$ cat src/rtl/axi_riscv_lrsc_resv_ctrl.sv
// Reservation-set controller for the LR/SC adapter: tracks (ID, granule) reservations
// and answers one LR / SC / WRITE / CLEAR operation at a time over a valid/ready pair.
module axi_riscv_lrsc_resv_ctrl #(
  parameter int unsigned AXI_ADDR_WIDTH = 64,
  parameter int unsigned AXI_ID_WIDTH   = 4,
  parameter int unsigned NUM_RESV       = 4,
  parameter int unsigned GRANULE_BITS   = 3,
  parameter logic [AXI_ADDR_WIDTH-1:0] ADDR_BEGIN = '0,
  parameter logic [AXI_ADDR_WIDTH-1:0] ADDR_END   = '0,
  localparam int unsigned CNT_W = $clog2(NUM_RESV + 1)
) (
  input  logic                      clk_i,
  input  logic                      rst_ni,
  input  logic                      op_valid_i,
  output logic                      op_ready_o,
  input  logic [1:0]                op_type_i,
  input  logic [AXI_ID_WIDTH-1:0]   op_id_i,
  input  logic [AXI_ADDR_WIDTH-1:0] op_addr_i,
  output logic                      res_valid_o,
  input  logic                      res_ready_i,
  output logic                      res_ok_o,
  output logic [AXI_ID_WIDTH-1:0]   res_id_o,
  output logic [CNT_W-1:0]          resv_cnt_o
);

  localparam int unsigned IW = (NUM_RESV > 1) ? $clog2(NUM_RESV) : 1;
  localparam int unsigned GW = AXI_ADDR_WIDTH - GRANULE_BITS;
  localparam logic [AXI_ADDR_WIDTH-1:0] RANGE_SPAN = ADDR_END - ADDR_BEGIN;
  localparam logic [1:0] OP_LR = 2'b00, OP_SC = 2'b01, OP_WRITE = 2'b10, OP_CLEAR = 2'b11;

  typedef enum logic [1:0] {IDLE, LOOKUP, RESP} state_e;

  state_e                    state_reg;
  logic [1:0]                op_type_reg;
  logic [AXI_ID_WIDTH-1:0]   op_id_reg;
  logic [AXI_ADDR_WIDTH-1:0] op_addr_reg;

  logic [NUM_RESV-1:0]       valid_reg, valid_next;
  logic [AXI_ID_WIDTH-1:0]   id_reg   [NUM_RESV];
  logic [AXI_ID_WIDTH-1:0]   id_next  [NUM_RESV];
  logic [GW-1:0]             gran_reg [NUM_RESV];
  logic [GW-1:0]             gran_next[NUM_RESV];
  logic [IW-1:0]             ptr_reg, ptr_next;
  logic                      ok_next;

  logic [NUM_RESV-1:0]       id_match, gran_match;
  logic [GW-1:0]             op_gran;
  logic [AXI_ADDR_WIDTH-1:0] addr_off;
  logic                      in_range;
  logic                      id_hit, free_hit;
  logic [IW-1:0]             id_idx, free_idx;
  logic [CNT_W-1:0]          cnt;

  // Offset compare wraps for addresses below ADDR_BEGIN, so one unsigned test covers both ends.
  assign addr_off = op_addr_reg - ADDR_BEGIN;
  assign in_range = (addr_off <= RANGE_SPAN);
  assign op_gran  = op_addr_reg[AXI_ADDR_WIDTH-1:GRANULE_BITS];

  genvar gi;
  generate
    for (gi = 0; gi < NUM_RESV; gi++) begin : g_match
      assign id_match[gi]   = valid_reg[gi] && (id_reg[gi] == op_id_reg);
      assign gran_match[gi] = valid_reg[gi] && (gran_reg[gi] == op_gran);
    end
  endgenerate

  always_comb begin
    valid_next = valid_reg;
    id_next    = id_reg;
    gran_next  = gran_reg;
    ptr_next   = ptr_reg;
    ok_next    = 1'b0;
    id_hit     = 1'b0;
    id_idx     = '0;
    free_hit   = 1'b0;
    free_idx   = '0;
    // Scan downwards so the lowest matching / free index wins.
    for (int i = NUM_RESV - 1; i >= 0; i--) begin
      if (id_match[i]) begin
        id_hit = 1'b1;
        id_idx = IW'(i);
      end
      if (!valid_reg[i]) begin
        free_hit = 1'b1;
        free_idx = IW'(i);
      end
    end
    case (op_type_reg)
      OP_LR: begin
        if (in_range) begin
          ok_next = 1'b1;
          if (id_hit) begin
            gran_next[id_idx] = op_gran;
          end else if (free_hit) begin
            valid_next[free_idx] = 1'b1;
            id_next[free_idx]    = op_id_reg;
            gran_next[free_idx]  = op_gran;
          end else begin
            id_next[ptr_reg]   = op_id_reg;
            gran_next[ptr_reg] = op_gran;
            ptr_next = (ptr_reg == IW'(NUM_RESV - 1)) ? '0 : ptr_reg + 1'b1;
          end
        end
      end
      OP_SC: begin
        if (in_range) begin
          ok_next = id_hit && gran_match[id_idx];
          if (id_hit) valid_next[id_idx] = 1'b0;
          if (ok_next) begin
            for (int i = 0; i < NUM_RESV; i++) begin
              if (gran_match[i]) valid_next[i] = 1'b0;
            end
          end
        end
      end
      OP_WRITE: begin
        ok_next = 1'b1;
        if (in_range) valid_next = valid_reg & ~gran_match;
      end
      default: begin
        ok_next    = 1'b1;
        valid_next = '0;
      end
    endcase
  end

  always_comb begin
    cnt = '0;
    for (int i = 0; i < NUM_RESV; i++) cnt = cnt + CNT_W'(valid_reg[i]);
  end

  always_ff @(posedge clk_i) begin
    if (!rst_ni) begin
      state_reg   <= IDLE;
      valid_reg   <= '0;
      ptr_reg     <= '0;
      res_valid_o <= 1'b0;
      res_ok_o    <= 1'b0;
      res_id_o    <= '0;
    end else begin
      case (state_reg)
        IDLE: begin
          if (op_valid_i) begin
            op_type_reg <= op_type_i;
            op_id_reg   <= op_id_i;
            op_addr_reg <= op_addr_i;
            state_reg   <= LOOKUP;
          end
        end
        LOOKUP: begin
          valid_reg   <= valid_next;
          id_reg      <= id_next;
          gran_reg    <= gran_next;
          ptr_reg     <= ptr_next;
          res_ok_o    <= ok_next;
          res_id_o    <= op_id_reg;
          res_valid_o <= 1'b1;
          state_reg   <= RESP;
        end
        RESP: begin
          if (res_ready_i) begin
            res_valid_o <= 1'b0;
            state_reg   <= IDLE;
          end
        end
        default: state_reg <= IDLE;
      endcase
    end
  end

  assign op_ready_o = rst_ni && (state_reg == IDLE);
  assign resv_cnt_o = cnt;

endmodule

$ cat config.mk
export PLATFORM = sky130hd
export DESIGN_NAME = axi_riscv_lrsc_resv_ctrl
export DESIGN_NICKNAME = d
export VERILOG_FILES = /design/src/rtl/axi_riscv_lrsc_resv_ctrl.sv
export SDC_FILE = /design/constraint.sdc
export NUM_CORES = 1
export LEC_CHECK = 0
export ABC_AREA = 1
export BUFFER_PORTS_ARGS = -buffer_cell sky130_fd_sc_hd__buf_2
export CORE_ASPECT_RATIO = 1.25
export CORE_UTILIZATION = 35
export CTS_CLUSTER_DIAMETER = 30
export DETAILED_ROUTE_END_ITERATION = 8
export SLEW_MARGIN = 20
export SYNTH_ARGS = -nofsm -noshare
export SYNTH_HDL_FRONTEND = slang
export SYNTH_SLANG_ARGS = --single-unit
$ cat constraint.sdc
create_clock -name clk_i -period 18.11 [get_ports clk_i]
set_clock_uncertainty 0.2 [all_clocks]
set_input_delay 1.811 -clock clk_i [delete_from_list [all_inputs] [get_ports clk_i]]
set_output_delay 1.811 -clock clk_i [all_outputs]
set_load 0.005 [all_outputs]
==> flow_summary_export.csv, run 1 <==
group,metric,value,unit
grt,grtUsageTotal,17.65,%
grt,grt_pass1_wl,68320,microns
clock_tree,cts_sinks,344,
timing,fmax,0.2239,GHz
synthesis,synth_fa_ha_area_share,0.6231,%
timing,hold_viol,0,
clock_tree,h-tree-depth,3,
setup_path,reg2regPathDepth,8,
synthesis,post-synth-top-count-cell,"nand2_1",
timing,layout_min_cycle_time,4.465,ns
floorplanning,die_y,250.3,microns
synthesis,synth-edff-count,330,
clock_tree,cts_tree,"done",
synthesis,synth_top_area_share,57.39,%
route,drt-initial-drc-count,783,
clock_tree,cts_resized,0,
clock_tree,cts_buffer_depth,3,
setup_path,worst_path_most_repeated_cell,"buf_2",
synthesis,synth_seq_cells,344,
floorplanning,dieWidth,200.7,microns
setup_path,worstPathRequired,16.10,ns
timing,finalSetupTns,0,ns
timing,maxSlewHeadroom,27.34,%
grt,grt_max_degree,63,
placement,post_dp_cell_area,18090,sq um
synthesis,synth_ff_type,"edfxtp_1",
synthesis,synthCells,1735,
power_and_ir_drop,pwr-share-clk,57.7,%
route,wl_per_cell,17.42,microns
floorplanning,core,48530,sq um
min_path,hold_path_class,"reg -> reg",
setup_path,cp.buffers_inverters,3,
synthesis,synth_compound_area_share,1.804,%
floorplanning,die_area,50230,sq um
placement,gp_congestion,0.8653,
clock_tree,cts.clk_slew.worst_paths,0.04,ns
setup_path,r2r_end,"gran_reg[66]",
finish,syn2layout_area_growth,18.89,%
clock_tree,clkLatencyLatePin,0.59,ns
synthesis,synth.area.top_cells,"edfxtp_1 57%, nand2_1 8.5%, nor2_1 5.2%, xor2_1 4.1%, inv_1 4.1%",
synthesis,syn_area_per_cell,9.953,sq um
setup_path,critPathSlowestCell,"buf_2",
route,dr.pass1.iters,7,
grt,overflow,0,
finish,largest_reg_flops,244,
floorplanning,start_util,35.58,%
clock_tree,hold_buffers,0,
finish,diodes,0,
route,ant_nets,0,
timing,finalMaxSlewViolations,0,
synthesis,yosysTopAreaCell,"edfxtp_1",
finish,num-fill-cells,4571,
setup_path,reg2reg_from,"op_addr_reg[48]",
synthesis,async_flop_share,0,%
min_path,min_from,"res_ok_o",
clock_tree,cts_buffers,73,
setup_path,max_stage_delay,0.19,ns
setup_path,crit_cells,4,
route,drc,0,
floorplanning,io_pins,84,
synthesis,synth-xor-area-share,7.710,%
setup_path,worst_path_dominant_cell_family,"buffers and inverters",
power_and_ir_drop,internal_power,0.001777,W
synthesis,synthSimpleGateAreaFrac,23.53,%
synthesis,synth_cell_types,44,
finish,design_area,20530,sq um
synthesis,synth_top_family_by_area,"simple AND/OR/NAND/NOR gates",
timing,setup_violations,0,
timing,fin_crit_sh,24.66,%
power_and_ir_drop,powerDensity,110.2,nW/um^2
power_and_ir_drop,swShare,21.47,%
route,wl,43590,microns
placement,io_buffers,83,
route,highest_layer,"met4",
power_and_ir_drop,vdd_drop_max,0.09754,mV
setup_path,critPathMaxFanout,11,
synthesis,yosysWarnings,0,
synthesis,netlist_area,17270,sq um
floorplanning,num_rows,90,
setup_path,cp_cell_sequence,"buf_2, inv_1, nor2_1, buf_2",
min_path,whs_path_depth,2,
route,viasPerCell,4.751,
finish,final_nets,1881,
route,via_count,11890,
setup_path,end_kind,"primary output",
route,routed-wl-met2,22490,microns
clock_tree,postCtsSetupBuffers,0,
grt,first_global_vias,12600,
placement,dp_hpwl,26600,microns
setup_path,cp.arrival,2.45,ns
synthesis,synth_common_cells,"392 x nand2_1, 330 x edfxtp_1, 241 x nor2_1, 187 x inv_1, 130 x nor3_1",
clock_tree,cts-root-buf,"clkbuf_16",
outcome,outcome,"completed",
timing,timing_worst_slew_pin_value,1.090,ns
route,wl_met3,1681,microns
min_path,min_to,"res_ok_o",
setup_path,path_class,"in -> out",
power_and_ir_drop,p_sw,0.0004859,W
power_and_ir_drop,seqPwrFrac,39.3,%
grt,grt_antenna_before_repair,1,
synthesis,synth-seq-area-share,59.01,%
synthesis,synth_mux_area_share,0,%
finish,drive_above_1_share,15.98,%
timing,rsz0062_at_grt,"no",
power_and_ir_drop,power_leakage,8.052,nW
route,wirelength_met1,18150,microns
synthesis,syn_nets,1817,
setup_path,start_kind,"primary input",
setup_path,reg2reg_slack,13.90,ns
power_and_ir_drop,combPwrFrac,3.0,%
job,drv_cap,0,
-- tightest hold or removal path: stages (launching register included) --
cell	delay, ns
dfxtp_1	0.32
nand2_1	0.06
a21oi_1	0.05
-- power by group through the flow --
stage / registers [W] / clock network [W] / logic, W
finish: 0.000890 / 0.00131 / 0.0000674
global route: 0.000891 / 0.00136 / 0.0000760
CTS: 0.000890 / 0.00133 / 0.0000691
detailed placement: 0.000904 / 0 / 0.0000684
global placement: 0.000904 / 0 / 0.0000677
floorplan: 0.000894 / 0 / 0.0000549
-- stage by stage --
step                hold WS [ns]  total power, W  setup slack (ns)  cells  utilization [%]
global placement          0.2851       0.0009713             13.63   2368            37.28
floorplan                 0.2617       0.0009486             9.303   1735                -
global route              0.3198        0.002331             13.54   2503            42.30
CTS                       0.3044        0.002284             13.61   2503            42.30
finish                    0.2858        0.002263             13.64   2503            42.30
detailed placement        0.2903       0.0009725             13.62   2368            37.28
-- cell type report --
class / instances / area (sq um) / area share, %
Tap cell: 644 / 805.8 / 3.925
Clock buffer: 88 / 1924 / 9.373
Inverter: 192 / 721.9 / 3.517
Clock inverter: 47 / 511.7 / 2.493
Timing Repair Buffer: 92 / 483.0 / 2.353
Sequential cell: 344 / 10190 / 49.63
Multi-Input combinational cell: 1096 / 5893 / 28.71
-- placed cells by master (no fill, tap or decap), types with 3 or more instances in the layout --
cell and n:
nand4_1 18, nor2_4 4, nand4_2 3, ha_1 7
xor2_1 81, inv_1 187, nand2_2 3, clkinv_1 9
nor3_1 130, dfxtp_1 14, clkbuf_16 74, nor3_2 60
clkbuf_1 12, nand2_1 390, inv_2 4, clkinv_2 10
edfxtp_1 330, buf_2 83, nor2_1 239, a21oi_1 19
o22ai_1 4, nor4_1 13, clkinv_4 5, buf_4 9
nand2_4 3, xnor2_1 71, clkinvlp_4 5, inv_6 9
o21ai_0 10, or2_1 3, bufinv_16 8, nand3_1 13
-- logic make-up after synthesis --
family | Yosys count
simple gates | 889
flops | 344
buf+inv | 295
xor+xnor | 152
compound gates | 47
fa+ha+maj | 8
-- layer usage --
layer	up-vias	global-route usage, %
met5	-	0
met4	0	7.525
met3	78	2.732
met2	246	32.38
met1	5757	20.26
li1	5812	-
-- worst max path at each step --
stage	from	endpoint	slack (ns)
global route	rst_ni	op_ready_o	13.54
floorplan	rst_ni	gran_reg[183]	9.30
CTS	rst_ni	op_ready_o	13.61
finish	rst_ni	op_ready_o	13.64
detailed placement	rst_ni	op_ready_o	13.62
global placement	rst_ni	op_ready_o	13.63
Note: power is estimated with default switching activity, not from simulation.
==> run 2: changes to the inputs <==
==> constraint.sdc (replaced) <==
create_clock -name clk_i -period 4.5 [get_ports clk_i]
set_clock_uncertainty 0.2 [all_clocks]
set_input_delay 0.45 -clock clk_i [delete_from_list [all_inputs] [get_ports clk_i]]
set_output_delay 0.45 -clock clk_i [all_outputs]
set_load 0.005 [all_outputs]
==> run 2 against run 1 <==
Against the previous run: flip-flop and latch count unchanged; via count up 1.6%; power rose to 4.2 times the previous value; wire length up 1.3%.
==> flow_summary_export.csv, run 2 (synthesis gave the netlist of run 1 again) <==
group,metric,value,unit
outcome,outcome,"completed",
finish,design_area,21510,sq um
setup_path,start_kind,"flip-flop",
clock_tree,cts_resized,0,
floorplanning,die_area,50230,sq um
route,drc,0,
route,ant_nets,0,
grt,grt_antenna_before_repair,0,
clock_tree,cts_sinks,344,
floorplanning,io_pins,84,
floorplanning,die_y,250.3,microns
finish,final_nets,1956,
min_path,hold_path_class,"in -> reg",
placement,pre_cts_ws,0.4317,ns
floorplanning,num_rows,90,
clock_tree,h-tree-depth,3,
timing,finalSetupTns,0,ns
clock_tree,cts_buffers,71,
timing,postLayoutSetupSlackWorst,0.5622,ns
floorplanning,dieWidth,200.7,microns
min_path,whs_path_depth,3,
timing,setup_violations,0,
route,dr.pass1.iters,5,
setup_path,critPathMaxFanout,25,
timing,finalMaxSlewViolations,0,
timing,hold_viol,0,
clock_tree,cts.clk_slew.worst_paths,0.05,ns
clock_tree,clkLatencyLatePin,0.58,ns
setup_path,startpoint,"op_addr_reg[6]",
placement,io_buffers,83,
power_and_ir_drop,power_leakage,8.456,nW
grt,grt_max_degree,71,
clock_tree,cts-root-buf,"clkbuf_16",
setup_path,path_class,"reg -> reg",
setup_path,reg2reg_from,"op_addr_reg[6]",
finish,layout_commonest_cell,"nand2_1",
min_path,min_from,"rst_ni",
job,drv_cap,0,
finish,drive_above_1_share,15.61,%
timing,timing_worst_slew_pin_value,0.9467,ns
timing,fin_crit_sh,87.51,%
grt,grt_pass1_wl,68620,microns
clock_tree,postCtsSetupBuffers,0,
finish,final_cell_mix,"390 x nand2_1, 330 x edfxtp_1, 239 x nor2_1, 187 x inv_1, 130 x nor3_1",
setup_path,end_kind,"flip-flop",
grt,first_global_vias,12520,
placement,gp_congestion,0.8157,
setup_path,worstPathRequired,4.56,ns
route,via_count,12080,
power_and_ir_drop,vdd_drop_max,0.2555,mV
setup_path,cp.arrival,4.00,ns
grt,overflow,0,
route,viasPerCell,4.698,
route,wl,44170,microns
placement,post_dp_cell_area,18210,sq um
route,wl_per_cell,17.17,microns
finish,largest_reg_flops,244,
finish,syn2layout_area_growth,24.58,%
setup_path,reg2regPathDepth,11,
floorplanning,core,48530,sq um
placement,dp_hpwl,27160,microns
finish,diodes,0,
route,drt-initial-drc-count,739,
timing,rsz0062_at_grt,"no",
clock_tree,cts_tree,"done",
clock_tree,cts_buffer_depth,3,
timing,layout_min_cycle_time,3.938,ns
timing,fmax,0.2539,GHz
grt,grtUsageTotal,17.71,%
floorplanning,start_util,35.58,%
power_and_ir_drop,powerDensity,444.9,nW/um^2
timing,maxSlewHeadroom,36.88,%
[run 2: changes by cell type in the layout (fill, tap and decap cells not counted), moves of 2 or more]
cell           change
dlygate4sd3_1     +72
bufinv_16          +8
buf_12             +6
clkinv_2           -6
clkbuf_1           -4
clkinv_1           -3
buf_4              -2
clkbuf_8           -2
inv_6              -2
[run 2: final timing paths]
kind,to,slack (ns)
worst max-delay path,gran_reg[108],0.56
worst min-delay path,res_id_o[2],0.05
worst max register to register,gran_reg[108],0.56
worst min register to register,res_ok_o,0.26
[run 2: where the power goes]
part / total [W] / leakage, nW / switching (W) / internal (W)
Sequential: 0.00358 / 3.03 / 0.0000526 / 0.00353
Combinational: 0.000320 / 4.19 / 0.000173 / 0.000148
Clock: 0.00567 / 1.24 / 0.00175 / 0.00392
[run 2: what timing repair did]
action                                  4_1_cts  5_1_grt
endpoints found under the setup margin        0        0
hold endpoints to repair                     73        0
hold buffers                                 72        0
[run 2: per-stage QoR]
step                      std cells  hold WS [ns]  power, W  utilization (%)
after detailed placement       2373        0.2572  0.003916            37.52
after floorplan                1735        0.2617  0.003818                -
final                          2572       0.04782  0.009571            44.33
after global placement         2373        0.2539  0.003909            37.52
after global routing           2572       0.06593  0.009838            44.33
after CTS                      2572       0.03172  0.009647            44.32
[run 2: layer usage]
| metal | track usage [%] | up-vias | share of wire (%) |
|---|---|---|---|
| li1 | - | 5969 | - |
| met1 | 20.56 | 5753 | 42 |
| met2 | 31.86 | 282 | 51 |
| met3 | 2.849 | 80 | 4.3 |
| met4 | 8.179 | 0 | 3.3 |
| met5 | 0 | - | 0 |
[run 2: worst max-delay path, stage by stage (launching register included)]
cell and delay [ns]:
edfxtp_1 0.49, inv_1 0.21, nand3_1 0.13, nor2_1 0.16, nand3_1 0.13, nor3_1 0.39, nand2_1 0.20, nor3_1 0.37
nand3_1 0.22, nor2_1 0.43, a31o_4 0.41, buf_12 0.25
[run 2: area by class of cell]
type	count	area, sq um
Clock buffer	82	1882
Tap cell	644	805.8
Clock inverter	45	696.9
Timing Repair Buffer	169	1320
Inverter	192	721.9
Fill cell	4561	27020
Multi-Input combinational cell	1096	5897
Sequential cell	344	10190
